[src/rtl/madd_acc_seq.sv]
// Folds N_OPS operands into one modular sum through a shared external
// combinational adder; owns the accumulator, operand count and handshakes.
module madd_acc_seq #(
  parameter int N_OPS = 5,
  parameter int GRP_W = 16
) (
  input  logic             clk,
  input  logic             rstn,
  input  logic             mode64,
  input  logic             op_valid,
  output logic             op_ready,
  input  logic [63:0]      op_data,
  output logic             madd_mode64,
  output logic [63:0]      madd_a,
  output logic [63:0]      madd_b,
  input  logic [63:0]      madd_s,
  output logic             sum_valid,
  input  logic             sum_ready,
  output logic [63:0]      sum_data,
  output logic             sum_mode64,
  output logic             busy,
  output logic [GRP_W-1:0] grp_cnt
);

  typedef enum logic [1:0] {IDLE, ACC, OUT} state_e;

  localparam logic [3:0] LAST = 4'(N_OPS - 1);

  state_e             state_q;
  logic [63:0]        acc_q;
  logic [3:0]         cnt_q;
  logic               mode_q;
  logic [GRP_W-1:0]   grp_q;
  logic [63:0]        acc_first_d;
  logic               accept;

  // First operand seeds the accumulator; in 32-bit mode the lower half is dropped.
  assign acc_first_d = mode64 ? op_data : {op_data[63:32], 32'h0};
  assign accept      = op_valid && op_ready;

  assign op_ready    = rstn && (state_q != OUT);
  assign madd_a      = acc_q;
  assign madd_b      = op_data;
  assign madd_mode64 = mode_q;
  assign sum_valid   = (state_q == OUT);
  assign sum_data    = acc_q;
  assign sum_mode64  = mode_q;
  assign busy        = (state_q != IDLE);
  assign grp_cnt     = grp_q;

  always_ff @(posedge clk) begin
    if (!rstn) begin
      state_q <= IDLE;
      acc_q   <= '0;
      cnt_q   <= '0;
      mode_q  <= 1'b0;
      grp_q   <= '0;
    end else begin
      case (state_q)
        IDLE: if (accept) begin
          mode_q  <= mode64;
          acc_q   <= acc_first_d;
          cnt_q   <= 4'd1;
          state_q <= (N_OPS == 1) ? OUT : ACC;
        end
        ACC: if (accept) begin
          acc_q <= madd_s;
          cnt_q <= cnt_q + 4'd1;
          if (cnt_q == LAST) state_q <= OUT;
        end
        OUT: if (sum_ready) begin
          state_q <= IDLE;
          grp_q   <= grp_q + 1'b1;
        end
        default: state_q <= IDLE;
      endcase
    end
  end

endmodule

[config.mk]
export PLATFORM = sky130hd
export DESIGN_NAME = madd_acc_seq
export DESIGN_NICKNAME = d
export VERILOG_FILES = /design/src/rtl/madd_acc_seq.sv
export SDC_FILE = /design/constraint.sdc
export NUM_CORES = 1
export LEC_CHECK = 0
export BUFFER_PORTS_ARGS = -buffer_cell sky130_fd_sc_hd__buf_2
export CORE_AREA = 2 2 135 137
export DETAILED_ROUTE_END_ITERATION = 6
export DIE_AREA = 0 0 137 139
export MAX_ROUTING_LAYER = met4
export PLACE_DENSITY = 0.64
export SLEW_MARGIN = 20
export SYNTH_ARGS = -nofsm -noshare
export SYNTH_HDL_FRONTEND = slang
export SYNTH_SLANG_ARGS = --single-unit
export TNS_END_PERCENT = 5
[constraint.sdc]
create_clock -name clk -period 2.4 [get_ports clk]
set_input_delay 0.24 -clock clk [delete_from_list [all_inputs] [get_ports clk]]
set_output_delay 0.24 -clock clk [all_outputs]
set_load 0.03 [all_outputs]
After elaboration in Yosys (flattened, before gate mapping)
Index checks and enable logic that the tools add are counted.
{ "classes": {"n_addsub": 2, "mux": 12, "reduce_logical": 9, "eq_ne": 8} }
{ "ops": {"columns": ["op", "n"], "rows": [
  ["64-bit 2-to-1 mux", 2],
  ["64-bit one-hot mux with 2 select lines", 1],
  ["32-bit 2-to-1 mux", 1],
  ["16-bit by 1-bit adder with 16-bit output (second input constant)", 1],
  ["2-bit 2-to-1 mux", 4],
  ["4-bit 2-to-1 mux", 2],
  ["2-bit inequality test (second input constant)", 4],
  ["4-bit one-hot mux with 2 select lines", 1],
  ["2-bit one-hot mux with 3 select lines", 1],
  ["4-bit by 1-bit adder with 4-bit output (second input constant)", 1],
  ["4-bit by 3-bit == test with 1-bit output (second input constant)", 1],
  ["2-bit AND reduction", 2],
  ["4-bit AND reduction", 1],
  ["2-bit nonzero test", 2],
  ["3-bit AND reduction", 1],
  ["2-bit by 1-bit == test with 1-bit output (second input constant)", 1],
  ["2-bit == test (second input constant)", 1],
  ["1-bit logical AND", 2],
  ["2-bit logical NOT", 1],
  ["2-bit by 1-bit inequality test with 1-bit output (second input constant)", 1]
]} }
{ "totals": {"out_inout_bits": 213, "reg_bits": 87} }

Longest topological paths before layout
Gate-level depths: netlist (run 1).
{ "depth": {"word_depth": 5, "depth_mapped": 7, "mapped_depth_nobuf": 6} }

Least setup slack after synthesis (run 1)
Ideal clock, no wire load.
{ "synth_path": {"kind": "flip-flop to flip-flop", "from": "register grp_q[0] (netlist: grp_cnt[0])", "to": "register grp_q[12] (netlist: grp_cnt[12])", "path_stages_with_launch": 6, "slack_ns": 0.800, "period_less_slack_ns": 1.600, "required_time_ns": 2.281, "arrival_ns": 1.481, "cell_sequence": "dfxtp_1 -> ha_1 -> nand2_1 -> nor4_4 -> nand3_1 -> mux2i_1"} }
{ "synth_via": {"elab_chain_cells": 1} }
{ "synth_lines": {"columns": ["element", "line", "text"], "rows": [
  ["from (decl)", "33", "logic [GRP_W-1:0] grp_q;"],
  ["from (signal assigned)", "73", "grp_q <= grp_q + 1'b1;"],
  ["16-bit by 1-bit adder with 16-bit output", "73", null]
]} }
No other way between the ends.
A chain may end at the register's enable or synchronous reset.

Final worst setup path (run 1)
{ "layout_path": {"from": "register state_q[0]", "to": "output port op_ready"} }
{ "layout_via": {"elab_chain_cells": 2} }
{ "layout_lines": {"columns": ["element", "line", "text"], "rows": [
  ["from (decl)", "29", "state_e state_q;"],
  ["from (signal assigned)", "64", "state_q <= (N_OPS == 1) ? OUT : ACC;"],
  ["2-bit inequality test", "41", "assign op_ready = rstn && (state_q != OUT);"],
  ["1-bit logical AND", "41", null],
  ["to (decl)", "11", "output logic op_ready,"]
]} }
No other way between the ends.

==> impl_results.rst, run 1 <==
.. list-table::
   :header-rows: 1

   * - Metric
     - Value
   * - Largest net degree at the start of global routing
     - 76
   * - I/O Buffers
     - 345
   * - HPWL after DPL
     - 10.72 mm
   * - Least-Margin Pin Slew
     - 0.6597 ns
   * - Part of the Yosys area used for sequential elements
     - 0.3425
   * - Number of synthesized flops with an enable pin
     - 0
   * - Setup repair after global routing missed its margin
     - no
   * - Number of nets in the final layout
     - 949
   * - Number of distinct library cell variants in the gate-level netlist after synthesis
     - 36
   * - Number of antenna violations at the first check in global routing
     - 1
   * - Async set-or-reset flop fraction in the synthesized netlist
     - 0
   * - Drc violations
     - 0
   * - Cts-stage hold buffer count
     - 0
   * - Maximum vdd ir drop
     - 0.3617 mV
   * - Count of placed standard cells including taps
     - 1031
   * - Worst slew slack as a fraction of its limit
     - 0.5602
   * - Remaining Overflow, GRT
     - 0
   * - Endpoint kind of the worst setup timing path
     - output pin
   * - Post-route design area
     - 6292 um^2
   * - Startpoint kind of the worst setup timing path
     - flip-flop
   * - Crit path max fanout
     - 10
   * - Insertion delay to the later sink of the worst-skew pair
     - 0.34 ns
   * - Fill cells
     - 1861
   * - Maximum clock insertion buffer count
     - 2
   * - Leakage power
     - 3.900 nW
   * - Num Clock Sinks
     - 87
   * - Max Fclk
     - 574.2 MHz
   * - Die H
     - 139 um
   * - Vias in the first global route
     - 4268
   * - Row count
     - 49
   * - Multi-input logic area
     - 2153 um^2
   * - TritonCTS Buffers
     - 9
   * - Proportion of netlist area held by the largest area contributor
     - 0.3425
   * - Final slew viol count
     - 0
   * - Setup skew after layout
     - 0.009547 ns
   * - Net count after synthesis
     - 759
   * - Vias per Instance
     - 4.581
   * - Postcts setup bufs
     - 0
   * - Leading cell type by number of instances after synthesis
     - buf_4
   * - Worst min path class
     - input pin to flip-flop
   * - Resize count post-CTS
     - 0
   * - Wire length of the first global-routing pass
     - 22.01 mm
   * - Number of instances in the synthesized netlist
     - 623
   * - Register area
     - 1742 um^2
   * - Most frequently used flop master after synthesis
     - dfxtp_1
   * - Total die area
     - 19040 um^2
   * - Post-synthesis cell area
     - 5085 um^2
   * - TritonCTS clock tree
     - done
   * - Share of cells above drive strength 1
     - 0.4621
   * - Status
     - finished clean
   * - Instance area after placement
     - 6007 um^2
   * - Detail-routed net length per standard cell
     - 13.63 um
   * - Final period util
     - 0.7256
   * - Synth top cells by count
     - 130 x buf_4, 114 x nand2_1, 108 x nand3_1
   * - Req. time, crit path
     - 2.16 ns
   * - Routed WL
     - 14.29 mm
   * - Setup tns final
     - 0 ns
   * - Startpoint-to-endpoint class of the critical path
     - flip-flop to output pin
   * - Number of non-filler instances in the completed layout
     - 1048
   * - Warning count from the yosys run
     - 0
   * - H-tree level count
     - 3
   * - Number of vias after detailed routing
     - 4801
   * - Iteration count of the initial detailed-routing pass
     - 4
   * - Final setup viols
     - 0
   * - Layout Area Growth over Synthesis
     - 23.74%
   * - Max Cap Viol
     - 0
   * - Minimum period implied by the final worst setup slack
     - 1.742 ns
   * - Final Hold Vio Count
     - 0
   * - Most area-consuming cells after synthesis
     - dfxtp_1 34%, buf_4 19%, o211a_1 13%, nand3_1 11%, nand2_1 8.4%
   * - Final ANT Viol Nets
     - 0
   * - #FFs+latches synth
     - 87
   * - Starting Density
     - 0.2880
   * - Core box area
     - 17660 um^2
   * - Gr usage total
     - 0.1486
   * - Data arrival time of the worst path
     - 1.50 ns
   * - CTS clock-pin slew for the worst setup and hold paths
     - 0.07 ns
   * - Number of violations reported at the end of detailed-routing iteration 0
     - 159
   * - Width of the die
     - 137 um
   * - Routability cong.
     - 0.7794
   * - Root Buffer Master
     - clkbuf_16
   * - Number of primary I/O pins
     - 346
   * - Average size of a mapped cell
     - 8.162 um^2
   * - Library cell with the largest summed area after synthesis
     - dfxtp_1
   * - Pwr per Cell Area
     - 631.4 nW/um^2
## cell families after synthesis
logic type               synth area share
buffers and inverters              0.2367
AND/OR/NAND/NOR                    0.2456
multiplexers                     0.009843
AO/OA/AOI/OAI                      0.1459
XOR/XNOR                          0.01206
adder cells (fa/ha/maj)          0.007383
flip-flops                         0.3425
## metrics by stage
step / hold slack [ns] / setup slack [ns] / util / power (mW)
floorplan: 0.4085 / 0.8003 / - / 2.457
global placement: 0.4563 / 0.7367 / 0.3402 / 2.660
detailed placement: 0.4752 / 0.7114 / 0.3402 / 2.662
CTS: 0.1694 / 0.6237 / 0.3562 / 4.043
global route: 0.1853 / 0.5251 / 0.3564 / 4.179
finish: 0.1882 / 0.6585 / 0.3564 / 3.973
## power by group
group	internal, mW	total [mW]	switching, mW
sequential	1.52	1.59	0.0657
combinational	0.327	1.04	0.711
clock	0.736	1.35	0.613
## final timing paths
kind                     from     endpoint  slack (ns)  cells past startpoint
setup / recovery   state_q[0]     op_ready        0.66                      4
setup reg to reg   state_q[1]   madd_a[52]        0.67                      4
hold reg to reg   grp_cnt[14]  grp_cnt[14]        0.48                      2
hold / removal       op_valid   state_q[0]        0.19                      3
## registers in the layout, summed over array words and instances, names as in the netlist
name	flops
state_q	2
madd_a	64
cnt_q	4
madd_mode64	1
grp_cnt	16
## critical path, cell delays in order, from the launching register on
cell,delay (ns)
dfxtp_1,0.54
inv_2,0.11
nand2_1,0.18
and2_1,0.14
buf_2,0.19
## cell type report
type / instances / area share
diodes: 1 / 0.0003977
clock buffers: 10 / 0.03798
flip-flops and latches: 87 / 0.2768
clock inverters: 6 / 0.006960
repair buffers: 353 / 0.2859
inverters: 7 / 0.004176
multi-input cells: 355 / 0.3422
well taps: 229 / 0.04554
## cell usage in the layout, fill, tap and decap left out, types with 2 or more instances in the layout
cell type / Yosys / final
a21boi_0: 3 / 3
a21boi_1: 4 / 4
and2_1: 10 / 10
buf_2: 23 / 345
buf_4: 130 / 7
clkbuf_16: 0 / 9
clkinv_2: 0 / 2
dfxtp_1: 87 / 87
ha_1: 3 / 3
inv_1: 5 / 5
inv_2: 2 / 2
inv_6: 0 / 2
mux2i_1: 5 / 5
nand2_1: 114 / 114
nand2b_1: 5 / 4
nand3_1: 108 / 108
nand4_1: 2 / 2
nor2_1: 2 / 2
nor3_1: 3 / 3
nor4_1: 3 / 3
o211a_1: 65 / 65
o21ai_0: 5 / 5
or3_1: 4 / 4
xnor2_1: 2 / 2
xor2_1: 5 / 5
## metal layers
layer | vias up | GRT usage | wire length (um)
met4 | 0 | 0.04504 | 246
met1 | 2212 | 0.1722 | 6007
met3 | 16 | 0.03838 | 959
li1 | 2370 | - | -
met2 | 203 | 0.2498 | 7074
met5 | - | - | 0
Note: power is estimated with default switching activity, not from simulation.
==> inputs of run 2 (changes only) <==
Settings changed: PLACE_DENSITY 0.64 to 0.67.
Clock period 2.4 ns to 1.5 ns, I/O delays scaled along.
==> run 2 against run 1 <==
  * Sequential power increased by 60%
  * Clock power increased by 69%
  * Routed wire length increased by 0.91%
  * Via count increased by 0.98%
  * First-iteration DRC count decreased by 5.0%
  * Worst setup slack got worse by 0.56 ns
  * Clock-buffer cell count increased by 2
==> impl_results.rst, run 2 (same netlist as run 1, synthesis figures left out) <==
.. list-table::
   :header-rows: 1

   * - Metric
     - Value
   * - Status
     - finished clean (unchanged)
   * - Flip-flop count of the largest register, all copies and words added
     - 64 (unchanged)
   * - Number of antenna violations at the first check in global routing
     - 3 (was 1)
   * - TritonCTS clock tree
     - done (unchanged)
   * - Layout Area Growth over Synthesis
     - 27.93% (was 23.74%)
   * - Worst slew slack as a fraction of its limit
     - 0.7719 (was 0.5602)
   * - Leading cell type in the layout, fill and taps excluded
     - buf_2 (unchanged)
   * - Width of the die
     - 137 um (unchanged)
   * - Number of violations reported at the end of detailed-routing iteration 0
     - 151 (was 159)
   * - Top library cells by usage in the layout, fill and taps aside
     - 344 x buf_2, 113 x nand2_1, 106 x nand3_1, 82 x dfxtp_1, 65 x o211a_1 (was 345 x buf_2, 114 x nand2_1, 108 x nand3_1, 87 x dfxtp_1, 65 x o211a_1)
   * - H-tree level count
     - 3 (unchanged)
   * - Starting Density
     - 0.2880 (unchanged)
   * - Utilization after layout
     - 0.3684 (was 0.3564)
   * - Num Clock Sinks
     - 87 (unchanged)
   * - Die H
     - 139 um (unchanged)
   * - Final setup viols
     - 0 (unchanged)
   * - Gr usage total
     - 0.1474 (was 0.1486)
   * - Hold Path End
     - state_q[0] (unchanged)
   * - Busiest grt layer
     - met2 (unchanged)
   * - Maximum vdd ir drop
     - 0.5694 mV (was 0.3617 mV)
   * - Worst hold slack after final layout
     - 0.1124 ns (was 0.1882 ns)
   * - Postcts setup bufs
     - 0 (unchanged)
   * - Endpoint kind of the worst setup timing path
     - output pin (unchanged)
   * - Data arrival time of the worst path
     - 1.25 ns (was 1.50 ns)
   * - Startpoint-to-endpoint class of the critical path
     - flip-flop to output pin (unchanged)
   * - Minimum period implied by the final worst setup slack
     - 1.397 ns
   * - Final period util
     - 0.9315
   * - Root Buffer Master
     - clkbuf_16 (unchanged)
   * - Number of nets in the final layout
     - 957 (was 949)
   * - Startpoint kind of the worst setup timing path
     - flip-flop (unchanged)
   * - Total die area
     - 19040 um^2 (unchanged)
   * - Least-Margin Pin Slew
     - 0.3421 ns (was 0.6597 ns)
   * - Critical hold path startpoint
     - op_valid (unchanged)
   * - Final ANT Viol Nets
     - 0 (unchanged)
   * - Vias per Instance
     - 4.587 (was 4.581)
   * - Share of cells above drive strength 1
     - 0.4794 (was 0.4621)
   * - Endpoint of the worst register-to-register path
     - grp_cnt[14] (was madd_a[52])
   * - Number of primary I/O pins
     - 346 (unchanged)
   * - Vias in the first global route
     - 4250 (was 4268)
   * - Cell depth of the worst flop-to-flop path
     - 4 (unchanged)
   * - Wire length of the first global-routing pass
     - 21.61 mm (was 22.01 mm)
   * - Fill cells
     - 1828 (was 1861)
   * - Number of cells traversed by the worst hold path
     - 3 (unchanged)
   * - Maximum clock insertion buffer count
     - 2 (unchanged)
   * - Largest net degree at the start of global routing
     - 69 (was 76)
   * - Remaining Overflow, GRT
     - 0 (unchanged)
   * - Met1 layer usage reported by global route
     - 0.1726 (was 0.1722)
   * - Insertion delay to the later sink of the worst-skew pair
     - 0.34 ns (about the same)
   * - Max Fclk
     - 715.7 MHz
   * - Final Hold Vio Count
     - 0 (unchanged)
   * - Row count
     - 49 (unchanged)
   * - Setup skew after layout
     - 0.006465 ns (was 0.009547 ns)
   * - Iteration count of the initial detailed-routing pass
     - 4 (unchanged)
   * - Worst min path class
     - input pin to flip-flop (unchanged)
   * - Final slew viol count
     - 0 (unchanged)
   * - Cts-stage hold buffer count
     - 0 (unchanged)
   * - Leakage power
     - 3.975 nW (was 3.900 nW)
   * - HPWL after DPL
     - 11.00 mm (was 10.72 mm)
   * - Crit path max fanout
     - 6 (was 10)
   * - Max Cap Viol
     - 0 (unchanged)
   * - Core box area
     - 17660 um^2 (unchanged)
   * - Detail-routed net length per standard cell
     - 13.64 um (was 13.63 um)
   * - Drc violations
     - 0 (unchanged)
   * - CTS clock-pin slew for the worst setup and hold paths
     - 0.06 ns (was 0.07 ns)
   * - Req. time, crit path
     - 1.35 ns (was 2.16 ns)
   * - TritonCTS Buffers
     - 9 (unchanged)
   * - Global-route met3 utilization
     - 0.03289 (was 0.03838)
   * - Slack of the worst reg-to-reg path
     - 0.12 ns (was 0.67 ns)
   * - Routed WL
     - 14.42 mm (was 14.29 mm)
   * - Reg2reg start
     - grp_cnt[3] (was state_q[1])
   * - Routability cong.
     - 0.8227 (was 0.7794)
   * - GRT met2 Usage
     - 0.2501 (was 0.2498)
   * - Pwr per Cell Area
     - 1003 nW/um^2 (was 631.4 nW/um^2)
   * - Number of vias after detailed routing
     - 4848 (was 4801)
   * - Overall power of the completed layout
     - 6.523 mW (was 3.973 mW)
   * - I/O Buffers
     - 345 (unchanged)
## run 2: per-layer routing
| metal | up-vias | wire length (um) |
|---|---|---|
| li1 | 2390 | - |
| met1 | 2255 | 6042 |
| met2 | 192 | 7279 |
| met3 | 11 | 910 |
| met4 | 0 | 186 |
| met5 | - | 0 |
## run 2: critical path, cell delays in order (launching register included)
cell and delay [ns]:
dfxtp_2 0.35, inv_2 0.10, nand2_2 0.10, and2_1 0.19
buf_4 0.17
## run 2: repair_timing
action                                  in CTS  in global routing
hold endpoints to repair                     0                  0
endpoints found under the setup margin       1                  9
pin swaps                                    0                  1
gates resized for setup                      3                  8
## run 2: final cells by class
cell class / count / area, um^2 / area share
multi-input cells: 355 / 2190 / 0.3366
repair buffers: 361 / 1949 / 0.2997
flip-flops and latches: 87 / 1748 / 0.2687
well taps: 229 / 286.5 / 0.04405
clock buffers: 12 / 246.5 / 0.03789
clock inverters: 4 / 53.80 / 0.008271
inverters: 7 / 26.28 / 0.004039
diodes: 2 / 5.005 / 0.0007694
## run 2: worst max-delay path by stage
stage          depth (start not counted)     endpoint       start  slack [ns]
3_3_place_gp                           5  grp_cnt[14]  grp_cnt[0]        0.09
4_1_cts                                4     op_ready  state_q[0]        0.03
2_1_floorplan                          4  grp_cnt[11]  grp_cnt[4]       -0.02
6_report                               4     op_ready  state_q[0]        0.10
5_1_grt                                4  grp_cnt[12]  grp_cnt[3]      -0.006
3_5_place_dp                           5  grp_cnt[14]  grp_cnt[0]        0.04
## run 2: stage by stage
stage / TNS, ns / instances / worst slack [ns] / instance area [um^2]
after floorplan: -0.04813 / 623 / -0.01968 / 5087
after global placement: 0 / 1039 / 0.08610 / 6157
after detailed placement: 0 / 1039 / 0.04412 / 6157
after CTS: 0 / 1055 / 0.02794 / 6462
after global routing: -0.006985 / 1057 / -0.006272 / 6505
final: 0 / 1057 / 0.1027 / 6505
## run 2: report_power, final
group | switching, mW | internal (mW) | total [mW] | leakage [nW]
registers | 0.104 | 2.43 | 2.54 | 0.716
clock network | 0.934 | 1.34 | 2.28 | 0.139
logic | 1.15 | 0.560 | 1.71 | 3.12
==> inputs of run 3 (changes only) <==
Settings changed: PLACE_DENSITY 0.67 to 0.73.
==> run 3 against run 2 <==
  * Fmax is 5.6% lower
  * Worst setup slack worse by 0.083 ns
  * Clock skew is 0.0012 ns higher
  * Die area stayed put
  * First-iteration DRC count increased by 110%
  * Critical path depth fell by 1
  * Sequential share of layout area increased by 0.24 points
  * Final cell count down 0.28%
==> impl_results.rst, run 3 (same netlist as run 1, synthesis figures left out) <==
.. list-table::
   :header-rows: 1

   * - Metric
     - Value
   * - Status
     - finished clean (unchanged)
   * - Number of nets in the final layout
     - 955 (was 957)
   * - Largest net degree at the start of global routing
     - 94 (was 69)
   * - Final period util
     - 0.9871 (was 0.9315)
   * - Insertion delay to the later sink of the worst-skew pair
     - 0.34 ns (about the same)
   * - Number of primary I/O pins
     - 346 (unchanged)
   * - Final slew viol count
     - 0 (unchanged)
   * - Leakage power
     - 3.976 nW (was 3.975 nW)
   * - Die H
     - 139 um (unchanged)
   * - Wire length of the first global-routing pass
     - 22.58 mm (was 21.61 mm)
   * - Least-Margin Pin Slew
     - 0.4127 ns (was 0.3421 ns)
   * - Width of the die
     - 137 um (unchanged)
   * - Remaining Overflow, GRT
     - 0 (unchanged)
   * - Critical path origin
     - state_q[0] (unchanged)
   * - Worst hold slack after final layout
     - 0.09724 ns (was 0.1124 ns)
   * - Setup skew after layout
     - 0.007713 ns (was 0.006465 ns)
   * - Starting Density
     - 0.2880 (unchanged)
   * - Data arrival time of the worst path
     - 1.33 ns (was 1.25 ns)
   * - Routed WL
     - 14.70 mm (was 14.42 mm)
   * - Reg2reg start
     - grp_cnt[0] (was grp_cnt[3])
   * - Pwr per Cell Area
     - 1022 nW/um^2 (was 1003 nW/um^2)
   * - Startpoint-to-endpoint class of the critical path
     - flip-flop to output pin (unchanged)
   * - Worst slew slack as a fraction of its limit
     - 0.7249 (was 0.7719)
   * - Multi-input logic area
     - 2156 um^2 (was 2190 um^2)
   * - Detail-routed net length per standard cell
     - 13.95 um (was 13.64 um)
   * - Core box area
     - 17660 um^2 (unchanged)
   * - Minimum period implied by the final worst setup slack
     - 1.481 ns (was 1.397 ns)
   * - Row count
     - 49 (unchanged)
   * - Leading cell type in the layout, fill and taps excluded
     - buf_2 (unchanged)
   * - Vias in the first global route
     - 4456 (was 4250)
   * - Vias per Instance
     - 4.592 (was 4.587)
   * - Cell depth of the worst flop-to-flop path
     - 5 (was 4)
   * - Number of vias after detailed routing
     - 4840 (was 4848)
   * - Utilization after layout
     - 0.3654 (was 0.3684)
   * - Instance area after placement
     - 6130 um^2 (was 6157 um^2)
   * - Routability cong.
     - 0.9157 (was 0.8227)
   * - Final setup viols
     - 0 (unchanged)
   * - Endpoint of the worst register-to-register path
     - grp_cnt[8] (was grp_cnt[14])
   * - Drc violations
     - 0 (unchanged)
   * - Layout Area Growth over Synthesis
     - 26.89% (was 27.93%)
   * - HPWL after DPL
     - 10.89 mm (was 11.00 mm)
   * - Register area
     - 1749 um^2 (was 1748 um^2)
   * - Total die area
     - 19040 um^2 (unchanged)
   * - TritonCTS Buffers
     - 9 (unchanged)
   * - Req. time, crit path
     - 1.35 ns (about the same)
   * - Crit path max fanout
     - 7 (was 6)
   * - Final ANT Viol Nets
     - 0 (unchanged)
   * - Endpoint kind of the worst setup timing path
     - output pin (unchanged)
   * - Setup tns final
     - 0 ns (unchanged)
   * - Number of violations reported at the end of detailed-routing iteration 0
     - 310 (was 151)
   * - Share of cells above drive strength 1
     - 0.4721 (was 0.4794)
   * - Startpoint kind of the worst setup timing path
     - flip-flop (unchanged)
   * - TritonCTS clock tree
     - done (unchanged)
   * - Critical Path Sink
     - busy (was op_ready)
   * - Worst min path class
     - input pin to flip-flop (unchanged)
   * - Post-route design area
     - 6452 um^2 (was 6505 um^2)
   * - Top library cells by usage in the layout, fill and taps aside
     - 343 x buf_2, 113 x nand2_1, 108 x nand3_1, 83 x dfxtp_1, 65 x o211a_1 (was 344 x buf_2, 113 x nand2_1, 106 x nand3_1, 82 x dfxtp_1, 65 x o211a_1)
   * - Iteration count of the initial detailed-routing pass
     - 4 (unchanged)
   * - Number of antenna violations at the first check in global routing
     - 1 (was 3)
   * - Maximum clock insertion buffer count
     - 2 (unchanged)
   * - Flip-flop count of the largest register, all copies and words added
     - 64 (unchanged)
   * - H-tree level count
     - 3 (unchanged)
   * - Root Buffer Master
     - clkbuf_16 (unchanged)
   * - Gr usage total
     - 0.1537 (was 0.1474)
   * - Overall power of the completed layout
     - 6.592 mW (was 6.523 mW)
   * - Max Cap Viol
     - 0 (unchanged)
   * - CTS clock-pin slew for the worst setup and hold paths
     - 0.07 ns (was 0.06 ns)
   * - Max Fclk
     - 675.4 MHz (was 715.7 MHz)
   * - Setup repair after global routing missed its margin
     - yes
   * - I/O Buffers
     - 345 (unchanged)
   * - Maximum vdd ir drop
     - 0.5063 mV (was 0.5694 mV)
   * - Cts-stage hold buffer count
     - 0 (unchanged)
   * - Num Clock Sinks
     - 87 (unchanged)
   * - Final Hold Vio Count
     - 0 (unchanged)
   * - Slack of the worst reg-to-reg path
     - 0.08 ns (was 0.12 ns)
   * - Fill cells
     - 1826 (was 1828)
[run 3: cell types whose count changed in the layout (fill, tap and decap cells not counted), sizes merged]
cell,before,now
clkbuf,12,11
clkinvlp,2,0
inv,8,10
buf,361,358
clkinv,0,2
diode,2,1
[run 3: worst min-delay path by stage]
stage	start	end	slack [ns]	cells past startpoint
CTS	op_valid	state_q[0]	0.08	3
global placement	grp_cnt[15]	grp_cnt[15]	0.45	2
floorplan	sum_ready	grp_cnt[1]	0.31	2
finish	op_valid	state_q[0]	0.1	3
detailed placement	op_valid	state_q[0]	0.47	3
global route	op_valid	state_q[0]	0.08	3
[run 3: per-stage QoR]
stage               cells  setup WS (ns)
floorplan             623       -0.01968
global placement     1037        0.09582
detailed placement   1037        0.02456
CTS                  1053     -0.0009529
global route         1054       -0.05685
finish               1054        0.01942
[run 3: routing by layer]
layer  track usage  part of all wire  vias up  wire, um
li1              -                 -     2395         -
met1        0.1835              0.42     2233      6177
met2        0.2548              0.50      198      7334
met3       0.03363             0.068       14       994
met4       0.04992             0.013        0       196
met5             -                 0        -         0
[run 3: cell type report]
cell class	count	share of cell area
inverter	7	0.004460
clock buffer	10	0.03704
clock inverter	6	0.01028
tap	229	0.04441
sequential	87	0.2711
timing repair buffer	359	0.2982
multi-input combinational	355	0.3341
antenna	1	0.0003878
[run 3: timing repair]
item | CTS | global route
setup buffers | 0 | 0
setup endpoints to repair | 3 | 9
endpoints found under the hold margin | 0 | 0
resized for setup | 4 | 3
pin swaps | 0 | 1
[run 3: where the power goes]
| part | internal, mW | leakage, nW | switching (mW) | total, mW |
|---|---|---|---|---|
| Clock | 1.35 | 0.154 | 0.997 | 2.35 |
| Combinational | 0.556 | 3.11 | 1.15 | 1.70 |
| Sequential | 2.43 | 0.716 | 0.108 | 2.54 |
[run 3: worst max-delay path, stage by stage, from the launching register on]
cell     delay (ns)
dfxtp_4        0.38
buf_4          0.15
or2_2          0.28
buf_4          0.17
